<file path="src/rtl/led_matrix_pkg.sv">
// ---------------------------------------------------------------------------
// led_matrix_pkg
// Shared definitions for the 8x8 LED matrix row-scan controller.
//   ROWS_DEF / COLS_DEF : default panel geometry
//   row_idx_t           : row index type for the default geometry
//   col_word_t          : one row of pixel bits for the default geometry
//   scan_state_t        : scan FSM states (BLANK, DISPLAY)
// ---------------------------------------------------------------------------
package led_matrix_pkg;

    localparam int ROWS_DEF = 8;
    localparam int COLS_DEF = 8;

    typedef logic [$clog2(ROWS_DEF)-1:0] row_idx_t;
    typedef logic [COLS_DEF-1:0]         col_word_t;

    typedef enum logic {
        BLANK   = 1'b0,
        DISPLAY = 1'b1
    } scan_state_t;

endpackage

</file>
<file path="src/rtl/led_frame_bank.sv">
// ---------------------------------------------------------------------------
// led_frame_bank
// Two-bank ROWS x COLS frame store. One bank is shown (front), the other is
// written by user logic (back). A swap pulse exchanges the roles.
// Ports:
//   clk, rst_n  : clock, synchronous active-low reset (clears both banks)
//   wr_en       : write wr_data into back-bank row wr_row
//   wr_row      : row index; indices >= ROWS match no row and are dropped
//   wr_data     : row pixel bits
//   swap        : toggle the front pointer at this edge
//   rd_row      : front-bank row to read
//   rd_data     : combinational front-bank read data
// ---------------------------------------------------------------------------
import led_matrix_pkg::*;

module led_frame_bank #(
    parameter int ROWS = ROWS_DEF,
    parameter int COLS = COLS_DEF
) (
    input  logic                    clk,
    input  logic                    rst_n,
    input  logic                    wr_en,
    input  logic [$clog2(ROWS)-1:0] wr_row,
    input  logic [COLS-1:0]         wr_data,
    input  logic                    swap,
    input  logic [$clog2(ROWS)-1:0] rd_row,
    output logic [COLS-1:0]         rd_data
);

    localparam int RW = $clog2(ROWS);

    logic            front_sel;
    logic [COLS-1:0] bank0 [ROWS];
    logic [COLS-1:0] bank1 [ROWS];

    // Writes use the pointer value from before this edge, so a write that
    // coincides with a swap lands in the bank that becomes the new front.
    // Each row decodes its own index, so out-of-range indices hit nothing.
    always_ff @(posedge clk) begin
        if (!rst_n) begin
            front_sel <= 1'b0;
            for (int r = 0; r < ROWS; r++) begin
                bank0[r] <= '0;
                bank1[r] <= '0;
            end
        end else begin
            if (swap) begin
                front_sel <= ~front_sel;
            end
            for (int r = 0; r < ROWS; r++) begin
                if (wr_en && (wr_row == RW'(r))) begin
                    if (front_sel) begin
                        bank0[r] <= wr_data;
                    end else begin
                        bank1[r] <= wr_data;
                    end
                end
            end
        end
    end

    assign rd_data = front_sel ? bank1[rd_row] : bank0[rd_row];

endmodule

</file>
<file path="src/rtl/led_matrix_scan_ctrl.sv">
// ---------------------------------------------------------------------------
// led_matrix_scan_ctrl
// Row-scan sequencer for the 8x8 Pmod Matrix2 panel. Each row gets a
// BLANK_CYCLES blanking gap followed by TICK_DIV cycles of display. The
// displayed image comes from the front bank of a double-buffered frame
// store; the back bank is swapped in only at a frame boundary.
// Ports:
//   clk, rst_n   : clock, synchronous active-low reset
//   wr_en/wr_row/wr_data : back-bank row write
//   swap_req     : swap request, held until swap_ack
//   brightness   : 3-bit duty level (only with LED_MATRIX_DIM_EN)
//   swap_ack     : one-cycle pulse, coincident with the frame start after a swap
//   frame_start  : one-cycle pulse in the first cycle of each frame
//   row_sel      : one-hot row drive, zero while blanking
//   col_data     : column data, zero while blanking
// Optional feature macro: LED_MATRIX_DIM_EN (PWM dimming inside DISPLAY).
// ---------------------------------------------------------------------------
import led_matrix_pkg::*;

module led_matrix_scan_ctrl #(
    parameter int ROWS         = ROWS_DEF,
    parameter int COLS         = COLS_DEF,
    parameter int TICK_DIV     = 300,
    parameter int BLANK_CYCLES = 4
) (
    input  logic                    clk,
    input  logic                    rst_n,
    input  logic                    wr_en,
    input  logic [$clog2(ROWS)-1:0] wr_row,
    input  logic [COLS-1:0]         wr_data,
    input  logic                    swap_req,
`ifdef LED_MATRIX_DIM_EN
    input  logic [2:0]              brightness,
`endif
    output logic                    swap_ack,
    output logic                    frame_start,
    output logic [ROWS-1:0]         row_sel,
    output logic [COLS-1:0]         col_data
);

    localparam int RW      = $clog2(ROWS);
    localparam int CNT_MAX = (TICK_DIV > BLANK_CYCLES) ? TICK_DIV : BLANK_CYCLES;
    localparam int CW      = $clog2(CNT_MAX);

    localparam logic [CW-1:0] TICK_LAST  = CW'(TICK_DIV - 1);
    localparam logic [CW-1:0] BLANK_LAST = CW'(BLANK_CYCLES - 1);
    localparam logic [RW-1:0] ROW_LAST   = RW'(ROWS - 1);

    scan_state_t     state, next_state;
    logic [RW-1:0]   row, next_row;
    logic [CW-1:0]   cnt, next_cnt;
    logic            run;
    logic            swap_pend;
    logic            swap_now;
    logic            next_frame_start;
    logic [ROWS-1:0] next_row_sel;
    logic [COLS-1:0] next_col;
    logic [COLS-1:0] bank_data;

`ifdef LED_MATRIX_DIM_EN
    localparam int LW = $clog2(TICK_DIV) + 4;
    logic [LW-1:0] lit_lim, next_lit_lim, lit_prod;
`endif

    led_frame_bank #(
        .ROWS(ROWS),
        .COLS(COLS)
    ) u_bank (
        .clk     (clk),
        .rst_n   (rst_n),
        .wr_en   (wr_en),
        .wr_row  (wr_row),
        .wr_data (wr_data),
        .swap    (swap_now),
        .rd_row  (next_row),
        .rd_data (bank_data)
    );

    // Next-state and next-output decode. Outputs are computed from the
    // next state so that, once registered, they line up exactly with the
    // state they describe. Until the first edge out of reset ('run' low)
    // the scan position is held at the frame origin, which makes the first
    // cycle after release a frame start. A swap request is remembered in
    // swap_pend so one sampled in the ack cycle is still served next frame.
    always_comb begin
        next_state       = state;
        next_row         = row;
        next_cnt         = cnt + CW'(1);
        swap_now         = 1'b0;
        next_row_sel     = '0;
        next_col         = '0;
`ifdef LED_MATRIX_DIM_EN
        next_lit_lim     = lit_lim;
        lit_prod         = '0;
`endif
        if (!run) begin
            next_state = BLANK;
            next_row   = '0;
            next_cnt   = '0;
        end else begin
            case (state)
                BLANK: begin
                    if (cnt == BLANK_LAST) begin
                        next_state = DISPLAY;
                        next_cnt   = '0;
                    end
                end
                DISPLAY: begin
                    if (cnt == TICK_LAST) begin
                        next_state = BLANK;
                        next_cnt   = '0;
                        next_row   = (row == ROW_LAST) ? '0 : row + RW'(1);
                        swap_now   = (row == ROW_LAST) && (swap_req || swap_pend);
                    end
                end
                default: begin
                    next_state = BLANK;
                    next_cnt   = '0;
                end
            endcase
        end
        next_frame_start = (next_state == BLANK) && (next_row == '0) && (next_cnt == '0);
`ifdef LED_MATRIX_DIM_EN
        if ((state == BLANK) && (next_state == DISPLAY)) begin
            lit_prod     = (LW'(brightness) + LW'(1)) * LW'(TICK_DIV);
            next_lit_lim = lit_prod >> 3;
        end
`endif
        if (next_state == DISPLAY) begin
            next_row_sel = ROWS'(1) << next_row;
`ifdef LED_MATRIX_DIM_EN
            if (int'(next_cnt) < int'(next_lit_lim)) begin
                next_col = bank_data;
            end
`else
            next_col = bank_data;
`endif
        end
    end

    // State and output registers; reset aborts any frame or handshake.
    always_ff @(posedge clk) begin
        if (!rst_n) begin
            state       <= BLANK;
            row         <= '0;
            cnt         <= '0;
            run         <= 1'b0;
            swap_pend   <= 1'b0;
            swap_ack    <= 1'b0;
            frame_start <= 1'b0;
            row_sel     <= '0;
            col_data    <= '0;
`ifdef LED_MATRIX_DIM_EN
            lit_lim     <= '0;
`endif
        end else begin
            state       <= next_state;
            row         <= next_row;
            cnt         <= next_cnt;
            run         <= 1'b1;
            swap_pend   <= swap_now ? 1'b0 : (swap_pend | swap_req);
            swap_ack    <= swap_now;
            frame_start <= next_frame_start;
            row_sel     <= next_row_sel;
            col_data    <= next_col;
`ifdef LED_MATRIX_DIM_EN
            lit_lim     <= next_lit_lim;
`endif
        end
    end

endmodule

</file>
<file path="config.mk">
export PLATFORM = sky130hd
export DESIGN_NAME = led_matrix_scan_ctrl
export DESIGN_NICKNAME = d
export VERILOG_FILES = /design/src/rtl/led_matrix_pkg.sv /design/src/rtl/led_frame_bank.sv /design/src/rtl/led_matrix_scan_ctrl.sv
export SDC_FILE = /design/constraint.sdc
export NUM_CORES = 1
export LEC_CHECK = 0
export BUFFER_PORTS_ARGS = -buffer_cell sky130_fd_sc_hd__buf_2
export CAP_MARGIN = 10
export CORE_MARGIN = 1
export CORE_UTILIZATION = 35
export CTS_BUF_LIST = sky130_fd_sc_hd__clkbuf_16
export DETAILED_ROUTE_END_ITERATION = 8
export HOLD_SLACK_MARGIN = 0.15
export SYNTH_ARGS = -nofsm -noshare
export SYNTH_HDL_FRONTEND = slang
export SYNTH_SLANG_ARGS = --single-unit
</file>
<file path="constraint.sdc">
create_clock -name clk -period 3.6 [get_ports clk]
set_clock_uncertainty 0.15 [all_clocks]
set_input_delay 0.18 -clock clk [delete_from_list [all_inputs] [get_ports clk]]
set_output_delay 0.18 -clock clk [all_outputs]
set_load 0.005 [all_outputs]
</file>
# Word-level counts from Yosys, hierarchy flattened
# Memories as Yosys holds them, arrays and structs flattened.
# Index checks and enable logic that the tools add are counted.
[word_totals] out_inout_bits=18 inputBits=15 word_cells=147 ff_bits=34 n_memories=2 ram_bits=128
[op_classes] reduce_logical=17 n_bitwise=21 add_sub_neg=2 n_shift=1 n_eq_ne=10 muxes=84
[mem_list] memory="u_bank.bank0" depth=8 width=8 rd=1 rd_ports_with_merged_regs=0 write_ports=8 line_no="led_frame_bank.sv:33" source="logic [COLS-1:0] bank0 [ROWS];"
[mem_list] memory="u_bank.bank1" depth=8 width=8 rd=1 rd_ports_with_merged_regs=0 write_ports=8 line_no="led_frame_bank.sv:34" source="logic [COLS-1:0] bank1 [ROWS];"
[op_table] operator="$mux 8" count=17
[op_table] operator="$mux 1" count=58
[op_table] operator="$mux 9" count=3
[op_table] operator="$pmux 9 s2" count=1
[op_table] operator="$or 1x1->1" count=17
[op_table] operator="$eq 3x3->1 const B" count=5
[op_table] operator="$mux 3" count=4
[op_table] operator="$logic_and 1x1->1" count=11
[op_table] operator="$add 9x1->9 const B" count=1
[op_table] operator="$eq 9x2->1 const B" count=1
[op_table] operator="$eq 9x9->1 const B" count=1
[op_table] operator="$logic_not 9->1" count=1
[op_table] operator="$shl 1x3->8 const A" count=1
[op_table] operator="$eq 3x2->1 const B" count=2
[op_table] operator="$logic_not 3->1" count=2
[op_table] operator="$not 1->1" count=4
[op_table] operator="$add 3x1->3 const B" count=1
[op_table] operator="$eq 3x1->1 const B" count=1
[op_table] operator="$pmux 1 s2" count=1
[op_table] operator="$reduce_and 2->1" count=1
[op_table] operator="$reduce_or 2->1" count=1
[op_table] operator="$logic_or 1x1->1" count=1

# Longest topological paths before layout
# Gate-level depths: netlist of run 1.
[depth] ltp_word=8 ltp_mapped=11 mapped_depth_nobuf=9

# Modules after synthesis
# Synthesis of run 1 repeated with hierarchy kept, for this count alone.
[hier_totals] cells_unflattened=503 area_unflattened_um2=6842.8
[modules_own_cells] module="led_frame_bank" seq_area_each_um2=3863.7 n_inst=1 cells_each=374 area_each_um2=5545.3
[modules_own_cells] module="led_matrix_scan_ctrl" seq_area_each_um2=660.6 n_inst=1 cells_each=129 area_each_um2=1297.5

# Worst setup path after synthesis of run 1
# No wires, ideal clock.
[synth_timing] path_type="register to register" startpoint="reg cnt[2]" endpoint="reg col_data[6]" n_path_buf=1 setup_slack_ns=0.931 synth_period_minus_slack_ns=2.669 path_stages_with_launch=9 setup_time_ns=0.122 required_time_ns=3.328 arrival_time_ns=2.398 path_cell_list="dfxtp_1 nor4_4 and3_1 mux2_4 buf_2 a221o_1 a21oi_1 o22ai_1 a221o_1"
[synth_via] elab_chain_len=6 elab_cells_between_ends=13 classes_between="eq/ne (2); mux (8); reduce/logical (1); memory (2)"
[synth_lines] element="start: declaration" line_no="led_matrix_scan_ctrl.sv:51" source="logic [CW-1:0] cnt, next_cnt;"
[synth_lines] element="start signal: assignment" line_no="led_matrix_scan_ctrl.sv:159" source="cnt <= next_cnt;"
[synth_lines] element="$eq 9x9->1" line_no="led_matrix_scan_ctrl.sv:109" source="if (cnt == TICK_LAST) begin"
[synth_lines] element="$mux 3" line_no="led_matrix_scan_ctrl.sv:109"
[synth_lines] element="$mux 3" line_no="led_matrix_scan_ctrl.sv:101" source="case (state)"
[synth_lines] element="$mux 3" line_no="led_matrix_scan_ctrl.sv:96" source="if (!run) begin"
[synth_lines] element="$mem_v2 8x8 (on tied branches)"
[synth_lines] element="$mux 8" line_no="led_frame_bank.sv:62" source="assign rd_data = front_sel ? bank1[rd_row] : bank0[rd_row];"
[synth_lines] element="end signal: assignment" line_no="led_matrix_scan_ctrl.sv:165" source="col_data <= next_col;"
[synth_lines] element="end: declaration" line_no="led_matrix_scan_ctrl.sv:38" source="output logic [COLS-1:0] col_data"
# Parallel ways exist; a longest one is shown, timed or not.
# A chain may end at the register's enable or synchronous reset.

# Worst setup path in the final report of run 1
# Ends and elaborated chain as after synthesis.

==> flow_metrics.py, run 1 <==
metrics = {
    "outcome": {
        "run_status": "completed",
    },
    "timing": {
        "final_min_period_over_clock_period_pct": 84.10,
        "timing.final.ws_setup_ns": 0.5724,
        "final_max_slew_viol_count": 0,
        "rsz0062_at_grt": "no",
        "worst_slew_margin_rel_pct": 27.84,
        "setup_viol": 0,
        "tns_ns": 0,
        "hold_viol": 0,
        "timing.final.crit_period_ns": 3.028,
        "hold_slack_ns": 0.1983,
        "worst_slew_pin_slew_ns": 1.075,
        "fmaxAchievable_mhz": 330.3,
    },
    "synth": {
        "synthCells": 583,
        "synth.largest_area_cell": "edfxtp_1",
        "synth_sequential_area_ratio_pct": 64.99,
        "synth.net_count": 601,
        "synth_top_cells_by_area": "edfxtp_1 55%, dfxtp_1 9.8%, nor2_1 6.6%, mux2i_1 3.7%, nand2_1 2.7%",
        "mappedNetlistArea_um2": 6962,
        "leading_register_cell_type_out_of_synthesis": "edfxtp_1",
        "async_reset_ff_share_pct": 0,
        "synth_cell_type_count": 53,
        "number_of_enable_flip_flop_cells_after_synthesis": 128,
        "netlist_top_cells_count": "128 x edfxtp_1, 123 x nor2_1, 50 x nand2_1",
        "yosys.cell_count.top_type": "edfxtp_1",
        "ys_warn_count": 0,
        "synth_top_area_share_pct": 55.21,
        "ys_seq_elements": 162,
        "syn-mean-instance-area_um2": 11.94,
    },
    "die": {
        "die_area_um2": 20460,
        "fp.dieW_um": 143.0,
        "placeableCoreArea_um2": 19460,
        "floorplan.initialDensity_pct": 35.77,
        "die_y_um": 143.0,
        "design.portCount": 33,
        "floorplan.rows": 51,
    },
    "finish": {
        "layoutNonFillerInstCount": 886,
        "antenna_cells": 0,
        "area.growth.synth_to_final_pct": 14.61,
        "design.final.nets": 626,
        "finalCoreUtilization_pct": 41.00,
        "final_layout_size_suffix_gt1_share_pct": 14.49,
        "post-route-cell-area_um2": 7979,
    },
    "route": {
        "initialDrtViolationCount": 493,
        "postRouteAntennaNets": 0,
        "drt-vias-per-instance": 5.403,
        "drc_violations_left": 0,
        "vias": 4787,
        "wire_per_inst_um": 20.33,
        "final_routed_wirelength_across_all_metal_layers_um": 18010,
        "first_pass_iters": 5,
    },
    "grt": {
        "grt_pass1_wl_um": 27170,
        "antenna_found_initial": 1,
        "grt_max_degree": 31,
        "globalRouteTotalUtil_pct": 18.59,
        "globalRoute.totalOverflow": 0,
        "grt_pass1_vias": 4678,
    },
    "worst_setup_path": {
        "cp_max_fo": 21,
        "timing_worst_setup_path_type": "reg -> reg",
        "worstSetupStartpointType": "flip-flop",
        "cp.required_ns": 3.77,
        "cp_data_arrival_time_ns": 3.20,
        "endpoint_kind": "flip-flop",
    },
    "power_and_ir_drop": {
        "power_density_nw_per_um2": 513.5,
        "ir_worst_vdd_mv": 0.2700,
        "power_leakage_nw": 2.967,
        "power.total_mw": 4.097,
    },
    "place": {
        "placedCellCount": 852,
        "post-place-ws_ns": 0.6424,
        "hpwlAfterDp_um": 12490,
        "place.gp.congestion": 0.9509,
        "port_buffers": 32,
        "placement.cell_area_um2": 7360,
    },
    "clocking": {
        "cts_max_level": 4,
        "cts.repair_timing.setup_buffer_count": 0,
        "clock_tree.buffer_depth": 2,
        "tritoncts_num_sinks": 162,
        "cts_buffers": 17,
        "postCtsResizedCells": 0,
        "cts_clk_pin_slew_worst_paths_ns": 0.07,
        "ctsHoldBuffers": 2,
        "cts_tree": "yes",
        "cts_root_cell": "clkbuf_16",
        "insertion_delay_to_the_later_sink_of_the_worst_skew_pair_ns": 0.43,
    },
    "min_path": {
        "hold_path.class": "in -> reg",
    },
    "run": {
        "max_cap_viol_count": 0,
    },
}
-- final timing paths --
path	startpoint	end	slack, ns	depth (start not counted)
hold / removal	wr_row[0]	u_bank.bank0[6][0]	0.20	3
hold reg to reg	cnt[0]	cnt[0]	0.35	1
setup reg to reg	cnt[2]	col_data[6]	0.57	7
setup / recovery	cnt[2]	col_data[6]	0.57	7
-- cell families after synthesis --
kind of cell	Yosys count	synth area share [%]
multiplexers	34	5.086
AND/OR/NAND/NOR	229	14.61
buffers and inverters	52	3.415
flip-flops	162	64.99
AO/OA/AOI/OAI	93	10.10
XOR/XNOR	10	1.258
adder cells (fa/ha/maj)	3	0.5392
-- cell usage in the layout, fill, tap and decap left out, drive strengths merged, types with 3 or more instances in the layout --
cell and count:
buf 43, a2111oi 4, clkinv 6, a221o 6, dfxtp 34, a32o 4, clkbuf 17, a31oi 7
nor3 9, nor2 123, a22oi 4, mux2i 26, and3 10, a21oi 12, a221oi 19, mux2 8
o211ai 4, edfxtp 128, ha 3, o22ai 4, nand2 51, nor4 3, nand3 12, xor2 3
o21ai 17, nor2b 8, inv 20, xnor2 7, nand4 6
-- registers in the layout, summed over array words and instances, names as in the netlist --
register	count
u_bank.bank1	64
cnt	9
frame_start	1
swap_pend	1
u_bank.bank0	64
swap_ack	1
u_bank.front_sel	1
col_data	8
state	1
row	3
run	1
row_sel	8
-- area by class of cell --
| type | count | area [µm²] |
|---|---|---|
| fill | 1830 | 11480 |
| clock buffer | 17 | 425.4 |
| sequential | 162 | 4524 |
| tap | 265 | 331.6 |
| multi-input combinational | 369 | 2200 |
| clock inverter | 15 | 173.9 |
| timing repair buffer | 45 | 275.3 |
| inverter | 13 | 48.80 |
-- where the power goes --
| part | internal, mW | leakage [nW] | total (mW) | switching, mW |
|---|---|---|---|---|
| Sequential | 2.09 | 1.60 | 2.12 | 0.0279 |
| Clock | 1.04 | 0.298 | 1.84 | 0.792 |
| Combinational | 0.0318 | 1.07 | 0.142 | 0.111 |
| Total | 3.17 | 2.97 | 4.10 | 0.931 |
-- worst max-delay path, stage by stage, from the launching register on --
cell	delay, ns
dfxtp_1	0.38
nor4_4	0.58
and3_1	0.33
mux2_4	0.44
a221o_1	0.32
a21oi_1	0.25
o22ai_1	0.14
a221o_1	0.30
-- routing by layer --
metal	global-route usage, %	vias to the layer above	share of wire, %
met5	0	-	0
met4	8.319	0	2.6
met3	3.555	33	6.3
met2	29.88	190	48
met1	24.30	2373	43
li1	-	2191	-
Power figures use the tool's default switching activity.
==> inputs of run 2 (changes only) <==
==> constraint.sdc (replaced) <==
create_clock -name clk -period 2.91 [get_ports clk]
set_clock_uncertainty 0.15 [all_clocks]
set_input_delay 0.1455 -clock clk [delete_from_list [all_inputs] [get_ports clk]]
set_output_delay 0.1455 -clock clk [all_outputs]
set_load 0.005 [all_outputs]
==> flow_metrics.py, run 2 (synthesized netlist as in run 1, its figures left out) <==
metrics = {
    "outcome": {
        "run_status": "completed",
    },
    "run": {
        "max_cap_viol_count": 0,
    },
    "clocking": {
        "cts_buffers": 17,
        "cts_root_cell": "clkbuf_16",
        "insertion_delay_to_the_later_sink_of_the_worst_skew_pair_ns": 0.43,
        "tritoncts_num_sinks": 162,
        "cts_clk_pin_slew_worst_paths_ns": 0.06,
        "cts_tree": "yes",
        "clock_tree.buffer_depth": 2,
        "cts_max_level": 4,
    },
    "worst_setup_path": {
        "timing_worst_setup_path_type": "reg -> reg",
        "worstSetupStartpointType": "flip-flop",
        "crit_path_frequent_cell": "a221oi_1",
        "cp_slowest_stage_delay_ns": 0.42,
        "critical_path_buf_inv_count": 1,
        "cp_data_arrival_time_ns": 2.94,
        "cp_max_fo": 12,
        "timing.critical_path.max_delay_family": "compound AO/OA/AOI/OAI gates",
        "cp.required_ns": 3.06,
        "critPathSlowestCell": "nor4_4",
        "worstPathCellList": "nor4_4, and3_1, mux2_4, buf_4, a221oi_1, a221oi_1, a221o_1",
        "endpoint_kind": "flip-flop",
    },
    "power_and_ir_drop": {
        "power_density_nw_per_um2": 607.0,
        "ir_worst_vdd_mv": 0.4509,
        "switching_power_mw": 1.057,
        "share_comb_of_total_power_pct": 3.8,
        "power_frac_clock_pct": 43.1,
        "power.switching_fraction_pct": 21.46,
        "power_leakage_nw": 3.070,
        "p_int_mw": 3.868,
        "power.share.sequential_pct": 53.2,
    },
    "route": {
        "first_pass_iters": 6,
        "vias": 4891,
        "wire_per_inst_um": 20.04,
        "initialDrtViolationCount": 427,
        "drc_violations_left": 0,
        "postRouteAntennaNets": 0,
        "final_routed_wirelength_across_all_metal_layers_um": 18260,
        "drt-vias-per-instance": 5.369,
    },
    "die": {
        "fp.dieW_um": 143.0,
        "placeableCoreArea_um2": 19460,
        "design.portCount": 33,
        "die_area_um2": 20460,
        "floorplan.initialDensity_pct": 35.77,
        "die_y_um": 143.0,
        "floorplan.rows": 51,
    },
    "finish": {
        "design.final.nets": 651,
        "antenna_cells": 0,
        "finalCoreUtilization_pct": 41.69,
        "layoutNonFillerInstCount": 911,
        "top_regs": "u_bank.bank0: 64 flops, u_bank.bank1: 64 flops, cnt: 9 flops",
        "layout.cells.most_common_list": "128 x edfxtp_1, 123 x nor2_1, 50 x nand2_1",
        "final_common_cell": "edfxtp_1",
        "final_layout_size_suffix_gt1_share_pct": 16.72,
        "n_fill_cell": 1820,
        "area.growth.synth_to_final_pct": 16.55,
    },
    "grt": {
        "antenna_found_initial": 1,
        "grt_pass1_wl_um": 27860,
        "grt_pass1_vias": 4805,
        "globalRoute.totalOverflow": 0,
        "globalRouteTotalUtil_pct": 19.14,
        "grt_max_degree": 23,
    },
    "timing": {
        "timing.final.ws_setup_ns": 0.1172,
        "final_min_period_over_clock_period_pct": 95.97,
        "fmaxAchievable_mhz": 358.1,
        "tns_ns": 0,
        "setup_viol": 0,
        "timing.final.crit_period_ns": 2.793,
        "final_max_slew_viol_count": 0,
        "hold_viol": 0,
        "worst_slew_pin_slew_ns": 0.9433,
        "worst_slew_margin_rel_pct": 36.45,
    },
    "place": {
        "place.gp.congestion": 0.9485,
        "port_buffers": 32,
        "placedCellCount": 875,
        "post-place-ws_ns": 0.1119,
        "hpwlAfterDp_um": 12990,
    },
    "min_path": {
        "hold_path.class": "in -> reg",
    },
}
==> run 2: cell types whose count changed in the layout (fill, tap and decap cells not counted), sizes merged <==
cell         previous run  this run
buf                    43        67
clkinv                  6         9
clkinvlp                0         1
dlygate4sd3             2         3
inv                    20        16
==> run 2: metrics by stage <==
stage / total power, mW / cell area (µm²) / hold WS, ns
floorplan: 2.758 / 6962 / 0.02322
global placement: 2.845 / 7520 / 0.3296
detailed placement: 2.850 / 7520 / 0.3362
CTS: 4.951 / 8103 / 0.1744
global route: 5.067 / 8114 / 0.1972
finish: 4.925 / 8114 / 0.1921
==> run 2: power by group through the flow <==
stage / Clock, mW / Sequential (mW) / Combinational, mW
2_1_floorplan: 0 / 2.65 / 0.107
3_3_place_gp: 0 / 2.67 / 0.178
3_5_place_dp: 0 / 2.67 / 0.182
4_1_cts: 2.15 / 2.62 / 0.186
5_1_grt: 2.24 / 2.63 / 0.202
6_report: 2.12 / 2.62 / 0.185
==> run 2: final timing paths <==
check / to / slack, ns / startpoint / depth (start not counted)
worst max-delay path: col_data[5] / 0.12 / cnt[4] / 7
worst min-delay path: u_bank.bank0[5][0] / 0.19 / wr_en / 4
worst max register to register: col_data[5] / 0.12 / cnt[4] / 7
worst min register to register: cnt[0] / 0.35 / cnt[0] / 1
==> run 2: worst register-to-register path: stages (launching register included) <==
cell and delay (ns):
dfxtp_1 0.38, nor4_4 0.42, and3_1 0.31, mux2_4 0.39, buf_4 0.20, a221oi_1 0.33
a221oi_1 0.14, a221o_1 0.34
==> run 2: per-layer routing <==
layer  up-vias  routed length, µm  track usage, %  part of all wire, %
met5         -                  0               0                    0
met2       224               8653           30.71                   47
met1      2389               7644           24.27                   42
li1       2243                  -               -                    -
met3        35               1520           5.131                  8.3
met4         0                441           8.206                  2.4
==> run 2: layout make-up <==
type	count	area (µm²)	area share [%]
clock buffer	17	425.4	5.243
inverter	13	48.80	0.6014
clock inverter	15	127.6	1.573
timing repair buffer	70	456.7	5.628
tap	265	331.6	4.086
multi-input combinational	369	2200	27.11
sequential	162	4524	55.76
==> run 2: repair_timing <==
action                     in CTS  in global routing
setup endpoints to repair       0                  5
gates resized for setup         0                  1
hold buffers                    3                  0
hold endpoints to repair        5                  0
setup buffers                   0                  1
==> inputs of run 3 (changes only) <==
--- a/config.mk
+++ b/config.mk
@@ -8,10 +8,12 @@
 export BUFFER_PORTS_ARGS = -buffer_cell sky130_fd_sc_hd__buf_2
 export CAP_MARGIN = 10
 export CORE_MARGIN = 1
-export CORE_UTILIZATION = 35
+export CORE_UTILIZATION = 60
 export CTS_BUF_LIST = sky130_fd_sc_hd__clkbuf_16
 export DETAILED_ROUTE_END_ITERATION = 8
 export HOLD_SLACK_MARGIN = 0.15
+export MAX_ROUTING_LAYER = met4
+export PLACE_DENSITY = 0.78
 export SYNTH_ARGS = -nofsm -noshare
 export SYNTH_HDL_FRONTEND = slang
 export SYNTH_SLANG_ARGS = --single-unit
==> flow_metrics.py, run 3 (synthesized netlist as in run 1, its figures left out) <==
metrics = {
    "outcome": {
        "run_status": "completed",
    },
    "power_and_ir_drop": {
        "ir_worst_vdd_mv": 0.6053,
        "power_density_nw_per_um2": 607.8,
        "power_leakage_nw": 3.028,
    },
    "worst_setup_path": {
        "timing_worst_setup_path_type": "reg -> reg",
        "critPathSlowestCell": "a2111oi_0",
        "r2r-end": "col_data[1]",
        "r2r_slack_ns": 0.11,
        "cp_slowest_stage_delay_ns": 0.54,
        "cp_max_fo": 9,
        "r2r-start": "cnt[4]",
        "cp.required_ns": 3.13,
        "timing.reg2reg.worst_path_depth": 9,
        "worstSetupStartpointType": "flip-flop",
        "endpoint_kind": "flip-flop",
        "crit_path_frequent_cell": "buf_4",
        "cp_data_arrival_time_ns": 3.02,
        "worstPathCellList": "nor4_4, buf_4, a41o_1, o21ai_2, nor2b_1, buf_4, a21oi_1, a2111oi_0, a221o_1",
    },
    "place": {
        "place.gp.congestion": 1.046,
        "port_buffers": 32,
        "placedCellCount": 745,
        "hpwlAfterDp_um": 11720,
        "post-place-ws_ns": 0.1826,
    },
    "min_path": {
        "hold_path_depth": 4,
        "hold-path-endpoint": "u_bank.bank0[5][2]",
        "hold_path.class": "in -> reg",
        "min-delay-start": "wr_en",
    },
    "clocking": {
        "cts_tree": "yes",
        "tritoncts_num_sinks": 162,
        "cts_clk_pin_slew_worst_paths_ns": 0.06,
        "clock_tree.buffer_depth": 2,
        "cts_buffers": 17,
        "cts_max_level": 4,
        "cts_root_cell": "clkbuf_16",
        "cts.repair_timing.setup_buffer_count": 0,
        "insertion_delay_to_the_later_sink_of_the_worst_skew_pair_ns": 0.43,
    },
    "finish": {
        "area.growth.synth_to_final_pct": 13.73,
        "antenna_cells": 0,
        "finalCoreUtilization_pct": 71.47,
        "design.final.nets": 645,
        "final_layout_size_suffix_gt1_share_pct": 16.25,
        "area.sequential_um2": 4524,
        "multi_input_area_um2": 2215,
        "top_regs": "u_bank.bank0: 64 flops, u_bank.bank1: 64 flops, cnt: 9 flops",
        "final_common_cell": "edfxtp_1",
        "layoutNonFillerInstCount": 780,
        "layout.cells.most_common_list": "128 x edfxtp_1, 123 x nor2_1, 50 x nand2_1",
        "n_fill_cell": 767,
    },
    "timing": {
        "hold_viol": 0,
        "tns_ns": 0,
        "fmaxAchievable_mhz": 357.0,
        "timing.final.ws_setup_ns": 0.1090,
        "final_min_period_over_clock_period_pct": 96.25,
        "timing.final.crit_period_ns": 2.801,
        "worst_slew_pin_slew_ns": 0.6906,
        "final_max_slew_viol_count": 0,
        "rsz0062_at_grt": "no",
        "worst_slew_margin_rel_pct": 53.85,
        "setup_viol": 0,
    },
    "grt": {
        "globalRouteTotalUtil_pct": 31.48,
        "grt_pass1_wl_um": 25520,
        "grt_pass1_vias": 4729,
        "globalRoute.totalOverflow": 0,
        "grt_max_degree": 28,
        "antenna_found_initial": 0,
    },
    "die": {
        "placeableCoreArea_um2": 11080,
        "floorplan.initialDensity_pct": 62.84,
        "die_area_um2": 12040,
        "floorplan.rows": 38,
        "die_y_um": 109.7,
        "design.portCount": 33,
        "fp.dieW_um": 109.7,
    },
    "route": {
        "final_routed_wirelength_across_all_metal_layers_um": 16850,
        "postRouteAntennaNets": 0,
        "initialDrtViolationCount": 727,
        "vias": 4946,
        "drc_violations_left": 0,
        "wire_per_inst_um": 21.61,
        "first_pass_iters": 6,
        "drt-vias-per-instance": 6.341,
    },
    "run": {
        "max_cap_viol_count": 0,
    },
}
## run 3: through the flow
stage / hold WS [ns] / cell area, µm² / total power, mW
after global placement: 0.3147 / 7338 / 2.832
after global routing: 0.1856 / 7918 / 4.940
final: 0.1739 / 7918 / 4.812
after CTS: 0.1521 / 7903 / 4.824
after floorplan: 0.02322 / 6962 / 2.758
after detailed placement: 0.3312 / 7338 / 2.839
## run 3: final cells by class
class	instances	share of cell area, %
timing repair buffer	64	5.310
multi-input combinational	369	27.97
sequential	162	57.14
tap	140	2.212
clock inverter	15	1.375
clock buffer	17	5.373
inverter	13	0.6163
## run 3: power breakdown
group,internal (mW),switching (mW)
logic,0.0436,0.135
registers,2.59,0.0343
clock network,1.15,0.861
total,3.78,1.03
## run 3: worst max-delay path by stage
stage                      start     endpoint  slack [ns]  cells after the start
after CTS                 cnt[8]  col_data[5]        0.15                      7
after global placement    cnt[8]  col_data[5]        0.23                      7
after global routing      cnt[4]  col_data[3]        0.03                      8
final                     cnt[4]  col_data[1]        0.11                      9
after floorplan           cnt[2]  col_data[6]        0.24                      8
after detailed placement  cnt[8]  col_data[5]        0.18                      7
## run 3: metal layers
metal  global-route usage [%]  share of wire [%]  vias to the layer above  wire [µm]
met5                        -                  0                        -          0
met2                    49.19                 49                      314       8178
met4                    14.38                3.4                        0        570
met3                    8.654                 10                       55       1695
li1                         -                  -                     2233          -
met1                    38.37                 38                     2344       6409
## run 3: critical path: cells and delay by family, from the launching register on
kind	cells	cell delay, ns
compound gates	5	1.16
buf+inv	2	0.44
flops	1	0.38
simple gates	2	0.60
## run 3: repair_timing
action / in CTS / in global routing
hold endpoints to repair: 14 / 0
setup endpoints to repair: 0 / 2
hold buffers: 3 / 0
resized for setup: 0 / 3
